<file path="config.mk">
export PLATFORM = sky130hd
export DESIGN_NAME = uart_frame_tx_flat
export DESIGN_NICKNAME = d
export VERILOG_FILES = /design/src/rtl/uart_frame_pkg.sv /design/src/rtl/uart_frame_tx_if.sv /design/src/rtl/uart_tx_fifo.sv /design/src/rtl/uart_frame_tx.sv /design/src/flat_wrapper.sv
export SDC_FILE = /design/constraint.sdc
export NUM_CORES = 1
export LEC_CHECK = 0
export BUFFER_PORTS_ARGS = -buffer_cell sky130_fd_sc_hd__buf_2
export CAP_MARGIN = 20
export CORE_MARGIN = 5
export CORE_UTILIZATION = 45
export CTS_CLUSTER_DIAMETER = 50
export DETAILED_ROUTE_END_ITERATION = 12
export SYNTH_ARGS = -nofsm -noshare
export SYNTH_HDL_FRONTEND = slang
export SYNTH_SLANG_ARGS = --single-unit
</file>
<file path="constraint.sdc">
create_clock -name HCLK -period 3 [get_ports HCLK]
set_input_delay 0.6 -clock HCLK [delete_from_list [all_inputs] [get_ports HCLK]]
set_output_delay 0.6 -clock HCLK [all_outputs]
set_load 0.005 [all_outputs]
</file>
<file path="src/rtl/uart_frame_pkg.sv">
// uart_frame_pkg: shared parity/FSM enums, bit-count constants and parity helper for the UART transmitter
package uart_frame_pkg;
    typedef enum logic [1:0] {
        PAR_NONE     = 2'b00,
        PAR_EVEN     = 2'b01,
        PAR_ODD      = 2'b10,
        PAR_NONE_ALT = 2'b11
    } parity_e;
    typedef enum logic [2:0] {
        ST_IDLE,
        ST_START,
        ST_DATA,
        ST_PARITY,
        ST_STOP
    } state_e;
    // wide enough to index up to 9 data bits
    localparam int BIT_CNT_W     = 4;
    localparam int MAX_STOP_BITS = 2;
    function automatic logic parity_bit(input logic data_xor, input parity_e mode);
        return data_xor ^ (mode == PAR_ODD);
    endfunction
endpackage

</file>
<file path="src/rtl/uart_frame_tx_if.sv">
// uart_frame_tx_if: valid/ready write channel into the UART transmit FIFO
// Signals: wr_valid (request), wr_data (payload, LSB sent first), wr_ready (FIFO can accept)
interface uart_frame_tx_if #(parameter int DATA_W = 8);
    logic              wr_valid;
    logic [DATA_W-1:0] wr_data;
    logic              wr_ready;
    modport master (output wr_valid, output wr_data, input wr_ready);
    modport slave  (input wr_valid, input wr_data, output wr_ready);
endinterface

</file>
<file path="src/rtl/uart_tx_fifo.sv">
// uart_tx_fifo: synchronous FIFO with registered pointers and occupancy level
// Ports: clk, rst (async active-high), push_valid/push_data/push_ready, pop/pop_data, level, empty
module uart_tx_fifo #(
    parameter int DATA_W = 8,
    parameter int DEPTH  = 16
) (
    input  logic                     clk,
    input  logic                     rst,
    input  logic                     push_valid,
    input  logic [DATA_W-1:0]        push_data,
    output logic                     push_ready,
    input  logic                     pop,
    output logic [DATA_W-1:0]        pop_data,
    output logic [$clog2(DEPTH):0]   level,
    output logic                     empty
);
    localparam int AW = $clog2(DEPTH);
    logic [DATA_W-1:0] mem_q [DEPTH];
    logic [AW-1:0] wr_ptr_q, wr_ptr_d, rd_ptr_q, rd_ptr_d;
    logic [AW:0]   level_q, level_d;
    logic          live_q;
    logic          do_push, do_pop;
    // ready stays low during reset and rises on the first edge after release
    assign push_ready = live_q && (level_q < (AW+1)'(DEPTH));
    assign do_push    = push_valid && push_ready;
    assign do_pop     = pop && !empty;
    assign empty      = (level_q == '0);
    assign level      = level_q;
    assign pop_data   = mem_q[rd_ptr_q];
    always_comb begin
        wr_ptr_d = do_push ? wr_ptr_q + AW'(1) : wr_ptr_q;
        rd_ptr_d = do_pop ? rd_ptr_q + AW'(1) : rd_ptr_q;
        level_d  = level_q + (AW+1)'(do_push) - (AW+1)'(do_pop);
    end
    always_ff @(posedge clk or posedge rst) begin
        if (rst) begin
            wr_ptr_q <= '0;
            rd_ptr_q <= '0;
            level_q  <= '0;
            live_q   <= 1'b0;
        end else begin
            wr_ptr_q <= wr_ptr_d;
            rd_ptr_q <= rd_ptr_d;
            level_q  <= level_d;
            live_q   <= 1'b1;
        end
    end
    always_ff @(posedge clk) begin
        if (do_push) mem_q[wr_ptr_q] <= push_data;
    end
endmodule

</file>
<file path="src/rtl/uart_frame_tx.sv">
// uart_frame_tx: FIFO-buffered UART frame transmitter (start, data LSB first, optional parity, 1/2 stop bits)
// Ports: HCLK, RESET (async active-high), wr (uart_frame_tx_if.slave), baud_div, parity_mode, stop2,
//        CTS (only with UART_FRAME_TX_CTS_EN), TXD, busy, fifo_level, tx_done
// Define UART_FRAME_TX_CTS_EN to add the active-low CTS input gating frame starts.
module uart_frame_tx import uart_frame_pkg::*; #(
    parameter int DATA_W     = 8,
    parameter int FIFO_DEPTH = 16,
    parameter int DIV_W      = 16
) (
    input  logic                          HCLK,
    input  logic                          RESET,
    uart_frame_tx_if.slave                wr,
    input  logic [DIV_W-1:0]              baud_div,
    input  logic [1:0]                    parity_mode,
    input  logic                          stop2,
`ifdef UART_FRAME_TX_CTS_EN
    input  logic                          CTS,
`endif
    output logic                          TXD,
    output logic                          busy,
    output logic [$clog2(FIFO_DEPTH):0]   fifo_level,
    output logic                          tx_done
);
    state_e                 state_q, state_d;
    logic [DIV_W-1:0]       cnt_q, cnt_d, div_q, div_d, div_load;
    logic [BIT_CNT_W-1:0]   bit_q, bit_d;
    logic [DATA_W-1:0]      shift_q, shift_d, head;
    logic                   par_q, par_d, par_en_q, par_en_d, stop2_q, stop2_d;
    logic                   pop, empty, can_start, load, bit_end, last_data;
    parity_e                pm;
    uart_tx_fifo #(.DATA_W(DATA_W), .DEPTH(FIFO_DEPTH)) u_fifo (
        .clk        (HCLK),
        .rst        (RESET),
        .push_valid (wr.wr_valid),
        .push_data  (wr.wr_data),
        .push_ready (wr.wr_ready),
        .pop        (pop),
        .pop_data   (head),
        .level      (fifo_level),
        .empty      (empty)
    );
`ifdef UART_FRAME_TX_CTS_EN
    assign can_start = !empty && !CTS;
`else
    assign can_start = !empty;
`endif
    assign pm        = parity_e'(parity_mode);
    // counter holds cycles-per-bit minus one, so a divider of 0 or 1 both give one cycle
    assign div_load  = (baud_div == '0) ? '0 : baud_div - DIV_W'(1);
    assign bit_end   = (cnt_q == '0);
    assign last_data = (bit_q == BIT_CNT_W'(DATA_W - 1));
    assign busy      = (state_q != ST_IDLE);
    assign TXD       = (state_q == ST_START)  ? 1'b0 :
                       (state_q == ST_DATA)   ? shift_q[0] :
                       (state_q == ST_PARITY) ? par_q : 1'b1;
    always_comb begin
        state_d  = state_q;
        cnt_d    = (state_q == ST_IDLE) ? cnt_q : bit_end ? div_q : cnt_q - DIV_W'(1);
        div_d    = div_q;
        bit_d    = bit_q;
        shift_d  = shift_q;
        par_d    = par_q;
        par_en_d = par_en_q;
        stop2_d  = stop2_q;
        tx_done  = 1'b0;
        load     = 1'b0;
        case (state_q)
            ST_IDLE:   load = can_start;
            ST_START:  state_d = bit_end ? ST_DATA : ST_START;
            ST_DATA: begin
                if (bit_end) begin
                    shift_d = shift_q >> 1;
                    bit_d   = last_data ? '0 : bit_q + BIT_CNT_W'(1);
                    state_d = !last_data ? ST_DATA : par_en_q ? ST_PARITY : ST_STOP;
                end
            end
            ST_PARITY: state_d = bit_end ? ST_STOP : ST_PARITY;
            ST_STOP: begin
                if (bit_end) begin
                    if (stop2_q && bit_q != BIT_CNT_W'(MAX_STOP_BITS - 1)) begin
                        bit_d = bit_q + BIT_CNT_W'(1);
                    end else begin
                        tx_done = 1'b1;
                        state_d = ST_IDLE;
                        load    = can_start;
                    end
                end
            end
            default:   state_d = ST_IDLE;
        endcase
        // a load from IDLE or from the final stop bit starts the next frame with no idle bit
        if (load) begin
            state_d  = ST_START;
            cnt_d    = div_load;
            div_d    = div_load;
            bit_d    = '0;
            shift_d  = head;
            par_en_d = (pm == PAR_EVEN) || (pm == PAR_ODD);
            par_d    = parity_bit(^head, pm);
            stop2_d  = stop2;
        end
    end
    assign pop = load;
    always_ff @(posedge HCLK or posedge RESET) begin
        if (RESET) begin
            state_q  <= ST_IDLE;
            cnt_q    <= '0;
            div_q    <= '0;
            bit_q    <= '0;
            shift_q  <= '0;
            par_q    <= 1'b0;
            par_en_q <= 1'b0;
            stop2_q  <= 1'b0;
        end else begin
            state_q  <= state_d;
            cnt_q    <= cnt_d;
            div_q    <= div_d;
            bit_q    <= bit_d;
            shift_q  <= shift_d;
            par_q    <= par_d;
            par_en_q <= par_en_d;
            stop2_q  <= stop2_d;
        end
    end
endmodule

</file>
<file path="src/flat_wrapper.sv">
// flat-port wrapper written by rule: the top's interface ports become plain ports
module uart_frame_tx_flat import uart_frame_pkg::*;
#(
    parameter int DATA_W     = 8,
    parameter int FIFO_DEPTH = 16,
    parameter int DIV_W      = 16
)
  (HCLK, RESET, baud_div, parity_mode, stop2, TXD, busy, fifo_level, tx_done, wr_wr_valid, wr_wr_data, wr_wr_ready);
  uart_frame_tx_if #(.DATA_W(DATA_W)) wr_i ();
  input  logic HCLK;
  input  logic RESET;
  input  logic [DIV_W-1:0] baud_div;
  input  logic [1:0] parity_mode;
  input  logic stop2;
  output logic TXD;
  output logic busy;
  output logic [$clog2(FIFO_DEPTH):0] fifo_level;
  output logic tx_done;
  input wire logic [$bits(wr_i.wr_valid)-1:0] wr_wr_valid;
  input wire logic [$bits(wr_i.wr_data)-1:0] wr_wr_data;
  output wire logic [$bits(wr_i.wr_ready)-1:0] wr_wr_ready;
  assign wr_i.wr_valid = wr_wr_valid;
  assign wr_i.wr_data = wr_wr_data;
  assign wr_wr_ready = wr_i.wr_ready;
  uart_frame_tx #(.DATA_W(DATA_W), .FIFO_DEPTH(FIFO_DEPTH), .DIV_W(DIV_W)) u_core (.HCLK(HCLK), .RESET(RESET), .wr(wr_i), .baud_div(baud_div), .parity_mode(parity_mode), .stop2(stop2), .TXD(TXD), .busy(busy), .fifo_level(fifo_level), .tx_done(tx_done));
endmodule
</file>
Word level (Yosys, flattened, before mapping)
Memories as Yosys holds them, arrays and structs flattened.
Cells that the tools add are included.
{"block": "totals", "ff_bits": 64, "ram_bits": 128, "inputBits": 30, "output_inout_bits": 9, "mem_count": 1}
{"block": "classes", "addsub": 7, "n_lt_le_gt_ge": 1, "eq_ne": 13, "muxes": 33, "bitwise": 1, "n_reduce_logical": 18}
{"memory": "u_core.u_fifo.mem_q", "depth": 16, "word_bits": 8, "rd": 1, "rd_ports_with_merged_regs": 0, "wr": 1, "line": "uart_tx_fifo.sv:18", "text": "logic [DATA_W-1:0] mem_q [DEPTH];"}
{"cell": "$mux 16", "count": 4}
{"cell": "$logic_not 16->1", "count": 2}
{"cell": "$sub 16x1->16 const B", "count": 2}
{"cell": "$mux 8", "count": 3}
{"cell": "$mux 3", "count": 7}
{"cell": "$mux 4", "count": 5}
{"cell": "$pmux 3 s5", "count": 1}
{"cell": "$add 4x1->4 const B", "count": 3}
{"cell": "$mux 1", "count": 10}
{"cell": "$ne 3x2->1 const B", "count": 3}
{"cell": "$pmux 4 s2", "count": 1}
{"cell": "$reduce_and 4->1", "count": 2}
{"cell": "$reduce_xor 8->1", "count": 1}
{"cell": "$eq 3x2->1 const B", "count": 2}
{"cell": "$reduce_bool 3->1", "count": 2}
{"cell": "$add 5x1->5", "count": 1}
{"cell": "$logic_not 5->1", "count": 1}
{"cell": "$lt 5x5->1 const B", "count": 1}
{"cell": "$sub 5x1->5", "count": 1}
{"cell": "$eq 4x3->1 const B", "count": 1}
{"cell": "$logic_and 1x1->1", "count": 4}
{"cell": "$ne 4x1->1 const B", "count": 1}
{"cell": "$reduce_bool 2->1", "count": 2}
{"cell": "$eq 3x1->1 const B", "count": 1}
{"cell": "12 further kinds", "count": 12}

Longest topological paths before layout
Gate-level depths: netlist of the first run.
{"block": "logic_depth", "depth_word": 7, "ltp_mapped": 19, "ltp_nobuf": 17}

By module
Synthesis of the first run repeated with hierarchy kept, for this count alone.
{"block": "hier_totals", "cells_unflattened": 635, "area_unflattened_um2": 8876.0}
{"mod": "uart_tx_fifo", "n_inst": 1, "cells_per_inst": 284, "area_each_um2": 5744.3}
{"mod": "uart_frame_tx", "n_inst": 1, "cells_per_inst": 351, "area_each_um2": 3131.8}

Least setup slack after synthesis of the first run
No wires, ideal clock.
{"block": "synth_path", "kind": "register to register", "start": "register u_core.cnt_q[0]", "end": "register u_core.u_fifo.level_q[4], in the netlist u_core.u_fifo.level[4]", "arrival_time_ns": 3.187, "setup_slack_ns": -0.312, "path_stages_with_launch": 20, "n_path_buf": 2, "cell_sequence": "dfrtp_1 -> inv_1 -> ha_1 -> nor3b_1 -> and3_1 -> a31oi_1 -> or2_2 -> inv_1 -> buf_4 -> buf_2 -> ha_1 -> inv_1 -> ha_1 -> inv_1 -> fa_1 -> inv_1 -> a21oi_1 -> nor2_1 -> nor2_1 -> xnor2_1"}
{"block": "synth_between", "elab_chain_cells": 5}
{"element": "start: declaration", "line": "uart_frame_tx.sv:25", "text": "logic [DIV_W-1:0] cnt_q, cnt_d, div_q, div_d, div_load;"}
{"element": "start signal: assignment", "line": "uart_frame_tx.sv:116", "text": "cnt_q <= cnt_d;"}
{"element": "$logic_not 16->1", "line": "uart_frame_tx.sv:50", "text": "assign bit_end = (cnt_q == '0);"}
{"element": "$mux 1", "line": "uart_frame_tx.sv:79", "text": "if (bit_end) begin"}
{"element": "$pmux 1 s2", "line": "uart_frame_tx.sv:67", "text": "case (state_q)"}
{"element": "$logic_and 1x1->1", "line": "uart_tx_fifo.sv:26", "text": "assign do_pop = pop && !empty;"}
{"element": "net u_core.u_fifo.do_pop", "line": "uart_tx_fifo.sv:22", "text": "logic do_push, do_pop;"}
{"element": "$sub 5x1->5", "line": "uart_tx_fifo.sv:33", "text": "level_d = level_q + (AW+1)'(do_push) - (AW+1)'(do_pop);"}
{"element": "net u_core.u_fifo.level_d[4]", "line": "uart_tx_fifo.sv:20", "text": "logic [AW:0] level_q, level_d;"}
{"element": "end signal: assignment", "line": "uart_tx_fifo.sv:44", "text": "level_q <= level_d;"}
{"element": "end: declaration", "line": "uart_tx_fifo.sv:20"}
The timed path passes the listed nets, and every way through them passes these cells.
A chain may end at the register's enable or synchronous reset.

Final worst setup path of the first run
{"block": "layout_path", "start": "register u_core.bit_q[1]", "end": "register u_core.u_fifo.level_q[4], in the netlist u_core.u_fifo.level[4]"}
{"block": "layout_between", "elab_chain_cells": 7}
{"element": "start: declaration", "line": "uart_frame_tx.sv:26", "text": "logic [BIT_CNT_W-1:0] bit_q, bit_d;"}
{"element": "start signal: assignment", "line": "uart_frame_tx.sv:118", "text": "bit_q <= bit_d;"}
{"element": "$ne 4x1->1", "line": "uart_frame_tx.sv:80", "text": "if (stop2_q && bit_q != BIT_CNT_W'(MAX_STOP_BITS - 1)) begin"}
{"element": "$logic_and 1x1->1", "line": "uart_frame_tx.sv:80"}
{"element": "$mux 1", "line": "uart_frame_tx.sv:80"}
{"element": "$mux 1", "line": "uart_frame_tx.sv:79"}
{"element": "$pmux 1 s2", "line": "uart_frame_tx.sv:67"}
{"element": "$logic_and 1x1->1", "line": "uart_tx_fifo.sv:26"}
{"element": "$sub 5x1->5", "line": "uart_tx_fifo.sv:33"}
{"element": "net u_core.u_fifo.level_d[4]", "line": "uart_tx_fifo.sv:20"}
The timed path passes the listed nets, and every way through them passes these cells.

==> insert_results.sql, run 1 <==
INSERT INTO impl_metrics (metric_group, metric, value, unit) VALUES
('run_status', 'run_status', 'complete, no violations', ''),
('timing', 'finalCritPeriodShare', '95.6', '%'),
('setup_path', 'timing.critical_path.mode_cell', 'sky130_fd_sc_hd__inv_2', ''),
('die', 'die_y', '150', 'um'),
('setup_path', 'timing_worst_setup_path_type', 'register to register', ''),
('place', 'dpl-instance-area', '0.00941', 'mm^2'),
('layout', 'final_cells', '966', ''),
('logic_synthesis', 'yosys_register_bits', '192', ''),
('logic_synthesis', 'post-synth-top-area-fraction', '43.6', '%'),
('pwr', 'p_comb_share', '18.6', '%'),
('global_route', 'grt_start_max_net_pins', '39', ''),
('place', 'port_buffers', '38', ''),
('drt', 'via_count', '5323', ''),
('logic_synthesis', 'mappedNetlistNets', '677', ''),
('pwr', 'p_int', '0.00491', 'W'),
('clock_network', 'clock_latency', '0.43', 'ns'),
('place', 'globalplace.congestion', '0.836', ''),
('logic_synthesis', 'yosys_warnings', '0', ''),
('die', 'die_w', '150', 'um'),
('drt', 'drcViolationCount', '0', ''),
('timing', 'holdWs', '0.0669', 'ns'),
('drt', 'first_iter_violations', '347', ''),
('setup_path', 'critPathCaptureType', 'register', ''),
('clock_network', 'cts_root_buffer', 'sky130_fd_sc_hd__clkbuf_16', ''),
('clock_network', 'cts_tree', 'built', ''),
('die', 'initial_core_util', '45.4', '%'),
('layout', 'final_util', '52.2', '%'),
('timing', 'finalSetupViolations', '0', ''),
('place', 'place_hpwl', '12200', 'um'),
('die', 'floorplan.io_pins', '39', ''),
('logic_synthesis', 'synth.most_common_cell', 'sky130_fd_sc_hd__edfxtp_1', ''),
('pwr', 'power.clock.fraction', '33.7', '%'),
('layout', 'drive_gt1_share', '21.8', '%'),
('timing', 'slew-limit-headroom', '54.7', '%'),
('clock_network', 'tritoncts_buffer_count', '17', ''),
('flow_run', 'drv.max_cap_violation_count', '0', ''),
('drt', 'first_pass_iters', '5', ''),
('drt', 'avgRoutedWirePerCell', '19.5', 'um'),
('global_route', 'grt_usage', '17.7', '%'),
('worst_hold_path', 'hp-class', 'primary input to asynchronous set/reset pin', ''),
('pwr', 'p_per_area', '678', 'mW/mm^2'),
('logic_synthesis', 'synth.top_cells.by_area', 'sky130_fd_sc_hd__edfxtp_1 44%, sky130_fd_sc_hd__dfrtp_1 18%, sky130_fd_sc_hd__mux4_2 5.1%, sky130_fd_sc_hd__mux4_1 3.9%, sky130_fd_sc_hd__nand2_1 2.5%', ''),
('logic_synthesis', 'synth.distinct_cells', '58', ''),
('global_route', 'number_of_antenna_violations_at_the_first_check_in_global_routing', '0', ''),
('setup_path', 'worst-endpoint-arrival', '3.18', 'ns'),
('logic_synthesis', 'yosys.area.top_type', 'sky130_fd_sc_hd__edfxtp_1', ''),
('timing', 'finalWorstPathRequiredPeriod', '2.87', 'ns'),
('pwr', 'swShare', '28.5', '%'),
('pwr', 'switching_power', '0.00195', 'W'),
('global_route', 'globalRoute.totalOverflow', '0', ''),
('clock_network', 'cts_max_path_buffers', '2', ''),
('setup_path', 'slowest_stage', 'sky130_fd_sc_hd__dfrtp_1', ''),
('setup_path', 'critPathMaxStageDelay', '0.39', 'ns'),
('clock_network', 'clkTransAtPathRegs', '0.08', 'ns'),
('die', 'die_area', '0.0225', 'mm^2'),
('timing', 'report.final.slew_viol_count', '0', ''),
('global_route', 'grt_pass1_vias', '5425', ''),
('logic_synthesis', 'synth_ff_type', 'sky130_fd_sc_hd__edfxtp_1', ''),
('logic_synthesis', 'synth_area', '0.00881', 'mm^2'),
('global_route', 'global_route_wire_length_before_repair', '30100', 'um'),
('drt', 'avgViaCountPerCell', '5.51', ''),
('pwr', 'leakage', '3.81', 'nW'),
('logic_synthesis', 'avgSynthCellArea', '14.0', 'um^2'),
('place', 'dpl.cell_count', '928', ''),
('timing', 'final.setup_skew', '0.00978', 'ns'),
('setup_path', 'worstSetupStartpointType', 'register', ''),
('pwr', 'vdd.ir_drop.worst', '413', 'uV'),
('clock_network', 'tritoncts_num_sinks', '192', ''),
('layout', 'stdcell_area', '0.0101', 'mm^2'),
('timing', 'fmax', '349', 'MHz'),
('timing', 'timing_worst_slew_pin_value', '0.679', 'ns');
-- cell families (layout without fill, tap and decap cells) --
group / Yosys count / in the layout / synth area share, %
DFF: 192 / 192 / 61.8
and+or+nand+nor: 178 / 178 / 9.97
AOI/OAI and AO/OA: 95 / 95 / 7.09
muxes: 57 / 57 / 11.8
buffers and inverters: 50 / 121 / 2.67
xor gates and xnor gates: 40 / 40 / 4.13
adders and majority gates: 17 / 17 / 2.50
other: 1 / 1 / 0.0426
-- sequential cells by signal, summed over array words and instances, names as in the netlist --
register / cells
u_core.stop2_q: 1
u_core.div_q: 16
u_core.u_fifo.wr_ptr_q: 4
u_core.state_q: 3
u_core.par_q: 1
u_core.u_fifo.live_q: 1
u_core.u_fifo.level: 5
u_core.par_en_q: 1
u_core.u_fifo.rd_ptr_q: 4
u_core.bit_q: 4
u_core.cnt_q: 16
u_core.u_fifo.mem_q: 128
u_core.shift_q: 8
-- metal layers --
metal	vias up	part of all wire (%)	wire length, um	GRT usage, %
met4	0	1.4	263	4.62
met2	106	49	9190	27.9
met3	20	3.3	620	3.27
met5	-	0	0	0
met1	2741	47	8800	25.4
li1	2456	-	-	-
-- metrics by stage --
step                setup WS (ns)  total power (W)
finish                      0.132          0.00687
global route              -0.0216          0.00720
CTS                       0.00780          0.00688
detailed placement         0.0472          0.00458
global placement            0.147          0.00451
floorplan                 0.00331          0.00419
-- layout by cell type (no fill, tap or decap), drive strengths merged, types with 5 or more instances in the layout --
cell type	instances
edfxtp	128
buf	68
dfrtp	64
nand2	60
nor2	44
o21ai	35
mux4	33
inv	29
xnor2	25
and2	21
mux2i	20
clkbuf	17
a21oi	17
ha	16
xor2	14
nor3	12
o221ai	9
o21a	9
nor3b	7
clkinv	6
nor4	5
nand2b	5
-- path summary, 6_finish.rpt --
| path | slack [ns] | startpoint | end | cells after the start |
|---|---|---|---|---|
| min in group HCLK | 0.37 | stop2 | u_core.stop2_q | 3 |
| setup reg to reg | 0.13 | u_core.bit_q[1] | u_core.u_fifo.level[4] | 17 |
| max in group asynchronous | 2.26 | RESET | u_core.cnt_q[14] | 3 |
| hold reg to reg | 0.49 | u_core.div_q[9] | u_core.div_q[9] | 2 |
| hold / removal | 0.07 | RESET | u_core.u_fifo.wr_ptr_q[1] | 2 |
| setup / recovery | 0.13 | u_core.bit_q[1] | u_core.u_fifo.level[4] | 17 |
-- timing repair --
| item | in CTS | in global routing |
|---|---|---|
| hold buffers | 0 | 0 |
| setup buffers | 0 | 6 |
| resized for setup | 0 | 12 |
| setup endpoints to repair | 0 | 1 |
-- cell type report --
class / instances / area [um^2]
clock buffers: 17 / 425
well taps: 265 / 332
multi-input cells: 388 / 3220
fillers: 1642 / 9280
inverters: 21 / 78.8
flip-flops and latches: 192 / 5450
clock inverters: 15 / 184
repair buffers: 68 / 440
-- worst max-delay path: cells and delay by family (launching register included) --
kind,cells,cell delay (ns)
compound gates,3,0.33
buf+inv,5,0.29
xor+xnor,1,0.11
fa+ha+maj,4,0.83
flops,1,0.39
simple gates,4,0.81
-- power groups by stage --
stage,logic (W),registers [W],clock network [W]
floorplan,0.000908,0.00328,0
global placement,0.00120,0.00331,0
detailed placement,0.00125,0.00332,0
CTS,0.00126,0.00327,0.00235
global route,0.00143,0.00332,0.00246
finish,0.00128,0.00328,0.00231
No activity file was read; power rests on OpenSTA's default activity.
==> inputs of run 2 (changes only) <==
--- a/config.mk
+++ b/config.mk
@@ -5,12 +5,14 @@
 export SDC_FILE = /design/constraint.sdc
 export NUM_CORES = 1
 export LEC_CHECK = 0
+export ABC_CLOCK_PERIOD_IN_PS = 3000
 export BUFFER_PORTS_ARGS = -buffer_cell sky130_fd_sc_hd__buf_2
 export CAP_MARGIN = 20
 export CORE_MARGIN = 5
 export CORE_UTILIZATION = 45
 export CTS_CLUSTER_DIAMETER = 50
 export DETAILED_ROUTE_END_ITERATION = 12
+export PLACE_DENSITY = 0.61
 export SYNTH_ARGS = -nofsm -noshare
 export SYNTH_HDL_FRONTEND = slang
 export SYNTH_SLANG_ARGS = --single-unit
==> run 2 against run 1 <==
Compared with the run above:
- clock power barely moved
- flip-flop and latch count did not move
- cell count fell by 0.41%
==> insert_results.sql, run 2 (synthesis gave the netlist of run 1 again) <==
INSERT INTO impl_metrics (metric_group, metric, value, unit) VALUES
('run_status', 'run_status', 'complete, no violations', ''),
('layout', 'mostFrequentLayoutCell', 'sky130_fd_sc_hd__edfxtp_1', ''),
('pwr', 'p_comb_share', '18.8', '%'),
('global_route', 'grt_start_max_net_pins', '39', ''),
('setup_path', 'rr_startpoint', 'u_core.bit_q[1]', ''),
('drt', 'avgViaCountPerCell', '5.49', ''),
('setup_path', 'worstRegToRegCells', '17', ''),
('layout', 'largest_register_ff_count', '128', ''),
('timing', 'holdWs', '0.0315', 'ns'),
('drt', 'met3_wirelength', '788', 'um'),
('timing', 'final_hold_viol_count', '0', ''),
('place', 'preCtsSetupSlack', '0.0954', 'ns'),
('drt', 'avgRoutedWirePerCell', '19.4', 'um'),
('clock_network', 'clock_latency', '0.44', 'ns'),
('timing', 'final.setup_skew', '0.0202', 'ns'),
('layout', 'diodes', '0', ''),
('setup_path', 'slowest_stage', 'sky130_fd_sc_hd__dfrtp_1', ''),
('pwr', 'vdd.ir_drop.worst', '403', 'uV'),
('global_route', 'grt_pass1_vias', '5509', ''),
('timing', 'finalSetupViolations', '0', ''),
('drt', 'first_pass_iters', '6', ''),
('drt', 'wl', '18600', 'um'),
('layout', 'layout_common_cells', '128 x sky130_fd_sc_hd__edfxtp_1, 64 x sky130_fd_sc_hd__dfrtp_1, 59 x sky130_fd_sc_hd__nand2_1', ''),
('clock_network', 'tritoncts_buffer_count', '17', ''),
('die', 'floorplan.io_pins', '39', ''),
('setup_path', 'reg2reg_setup_slack', '0.13', 'ns'),
('place', 'dpl.cell_count', '925', ''),
('timing', 'finalCritPeriodShare', '95.5', '%'),
('layout', 'flow.area_growth_from_synthesis', '14.7', '%'),
('timing', 'final.setup.worst_slack', '0.134', 'ns'),
('setup_path', 'crit_path_cell_trace', 'inv_2 > ha_2 > or3b_4 > a21oi_2 > a31oi_2 > or2_4 > inv_4 > ha_4 > inv_2 > ha_4 > inv_2 > fa_2 > inv_2 > a21oi_1 > nor2_1 > nor2_1 > xnor2_1', ''),
('pwr', 'p_per_area', '679', 'mW/mm^2'),
('die', 'die_area', '0.0225', 'mm^2'),
('setup_path', 'critPathMaxStageDelay', '0.41', 'ns'),
('global_route', 'globalRoute.totalOverflow', '0', ''),
('worst_hold_path', 'hp-class', 'primary input to asynchronous set/reset pin', ''),
('drt', 'wl_met1', '8280', 'um'),
('clock_network', 'cts_max_path_buffers', '2', ''),
('layout', 'largest_register', 'u_core.u_fifo.mem_q', ''),
('clock_network', 'cts.hold.buffers_added', '0', ''),
('clock_network', 'tritoncts_num_sinks', '192', ''),
('timing', 'fmax', '349', 'MHz'),
('timing', 'grt_setup_unrepaired', 'false', ''),
('pwr', 'switching_power', '0.00195', 'W'),
('setup_path', 'reg2reg_to', 'u_core.u_fifo.level[4]', ''),
('clock_network', 'cts_max_level', '4', ''),
('pwr', 'p_seq_share', '47.7', '%'),
('die', 'initial_core_util', '45.4', '%'),
('pwr', 'power.clock.fraction', '33.5', '%'),
('clock_network', 'cts_root_buffer', 'sky130_fd_sc_hd__clkbuf_16', ''),
('layout', 'final_cells', '962', ''),
('drt', 'top_signal_layer_used', 'met4', ''),
('global_route', 'global_route_wire_length_before_repair', '29800', 'um'),
('clock_network', 'cts_tree', 'built', ''),
('drt', 'first_iter_violations', '396', ''),
('timing', 'setup-tns-final', '0', 'ns'),
('setup_path', 'crit_path_max_fanout', '3', ''),
('drt', 'via_count', '5280', ''),
('timing', 'slew-limit-headroom', '57.1', '%'),
('setup_path', 'timing.critical_path.mode_cell', 'sky130_fd_sc_hd__inv_2', ''),
('global_route', 'grt_usage', '17.5', '%'),
('place', 'place_hpwl', '12200', 'um'),
('setup_path', 'timing_worst_setup_path_type', 'register to register', ''),
('clock_network', 'clkTransAtPathRegs', '0.08', 'ns'),
('drt', 'drcViolationCount', '0', ''),
('drt', 'postRouteAntennaNets', '0', ''),
('pwr', 'leakage', '3.78', 'nW'),
('place', 'globalplace.congestion', '0.844', ''),
('layout', 'drive_gt1_share', '21.7', '%'),
('flow_run', 'drv.max_cap_violation_count', '0', ''),
('die', 'die_w', '150', 'um'),
('pwr', 'swShare', '28.4', '%'),
('layout', 'num-nets-final', '731', ''),
('timing', 'timing_worst_slew_pin_value', '0.643', 'ns'),
('global_route', 'number_of_antenna_violations_at_the_first_check_in_global_routing', '0', ''),
('layout', 'final_util', '52.1', '%'),
('layout', 'fill_cells', '1637', ''),
('drt', 'met2RoutedLength', '9280', 'um'),
('die', 'site_rows', '51', ''),
('setup_path', 'worst-endpoint-arrival', '3.22', 'ns'),
('die', 'design.core.area', '0.0194', 'mm^2'),
('layout', 'largestRegisters', 'u_core.u_fifo.mem_q (128), u_core.cnt_q (16), u_core.div_q (16)', ''),
('pwr', 'p_int', '0.00491', 'W'),
('timing', 'finalWorstPathRequiredPeriod', '2.87', 'ns'),
('setup_path', 'worstSetupStartpointType', 'register', ''),
('setup_path', 'critPathCaptureType', 'register', ''),
('die', 'die_y', '150', 'um'),
('timing', 'report.final.slew_viol_count', '0', ''),
('setup_path', 'worst-endpoint-required', '3.35', 'ns'),
('place', 'port_buffers', '38', '');
==> run 2: final cells by class <==
| type | instances | area, um^2 | area share, % |
|---|---|---|---|
| multi-input cells | 388 | 3220 | 31.9 |
| well taps | 265 | 332 | 3.28 |
| repair buffers | 64 | 410 | 4.06 |
| flip-flops and latches | 192 | 5450 | 53.9 |
| clock inverters | 15 | 190 | 1.88 |
| inverters | 21 | 81.3 | 0.805 |
| clock buffers | 17 | 425 | 4.21 |
==> run 2: critical path: cells and delay by family, from the launching register on <==
family / cells / cell delay [ns]
simple gates: 4 / 0.81
fa+ha+maj: 4 / 0.81
flops: 1 / 0.41
compound gates: 3 / 0.30
buf+inv: 5 / 0.28
xor+xnor: 1 / 0.18
==> run 2: layer usage <==
| layer | vias to the layer above | track usage (%) |
|---|---|---|
| met5 | - | 0 |
| met4 | 0 | 4.94 |
| met3 | 22 | 3.85 |
| met2 | 123 | 28.5 |
| met1 | 2675 | 24.0 |
| li1 | 2460 | - |
==> run 2: how the worst max path moves through the flow <==
stage,start,end,slack [ns]
floorplan,u_core.cnt_q[0],u_core.u_fifo.level[4],0.003
global placement,u_core.bit_q[1],u_core.u_fifo.level[4],0.15
detailed placement,u_core.cnt_q[0],u_core.u_fifo.level[4],0.1
CTS,u_core.cnt_q[0],u_core.u_fifo.level[4],0.06
global route,u_core.bit_q[1],u_core.u_fifo.level[4],0.01
finish,u_core.bit_q[1],u_core.u_fifo.level[4],0.13
==> run 2: per-stage QoR <==
stage,cell area (um^2),total power (W)
CTS,10000,0.00688
global route,10100,0.00720
detailed placement,9390,0.00458
global placement,9390,0.00452
finish,10100,0.00686
floorplan,8860,0.00419
==> run 2: power by group through the flow <==
stage	sequential [W]	combinational [W]	clock (W)
6_report	0.00327	0.00129	0.00230
5_1_grt	0.00330	0.00144	0.00246
4_1_cts	0.00326	0.00128	0.00234
3_5_place_dp	0.00332	0.00126	0
3_3_place_gp	0.00330	0.00123	0
2_1_floorplan	0.00328	0.000908	0
==> run 2: timing repair <==
action	4_1_cts	5_1_grt
resized for setup	0	15
endpoints found under the setup margin	0	1
buffers inserted	0	5
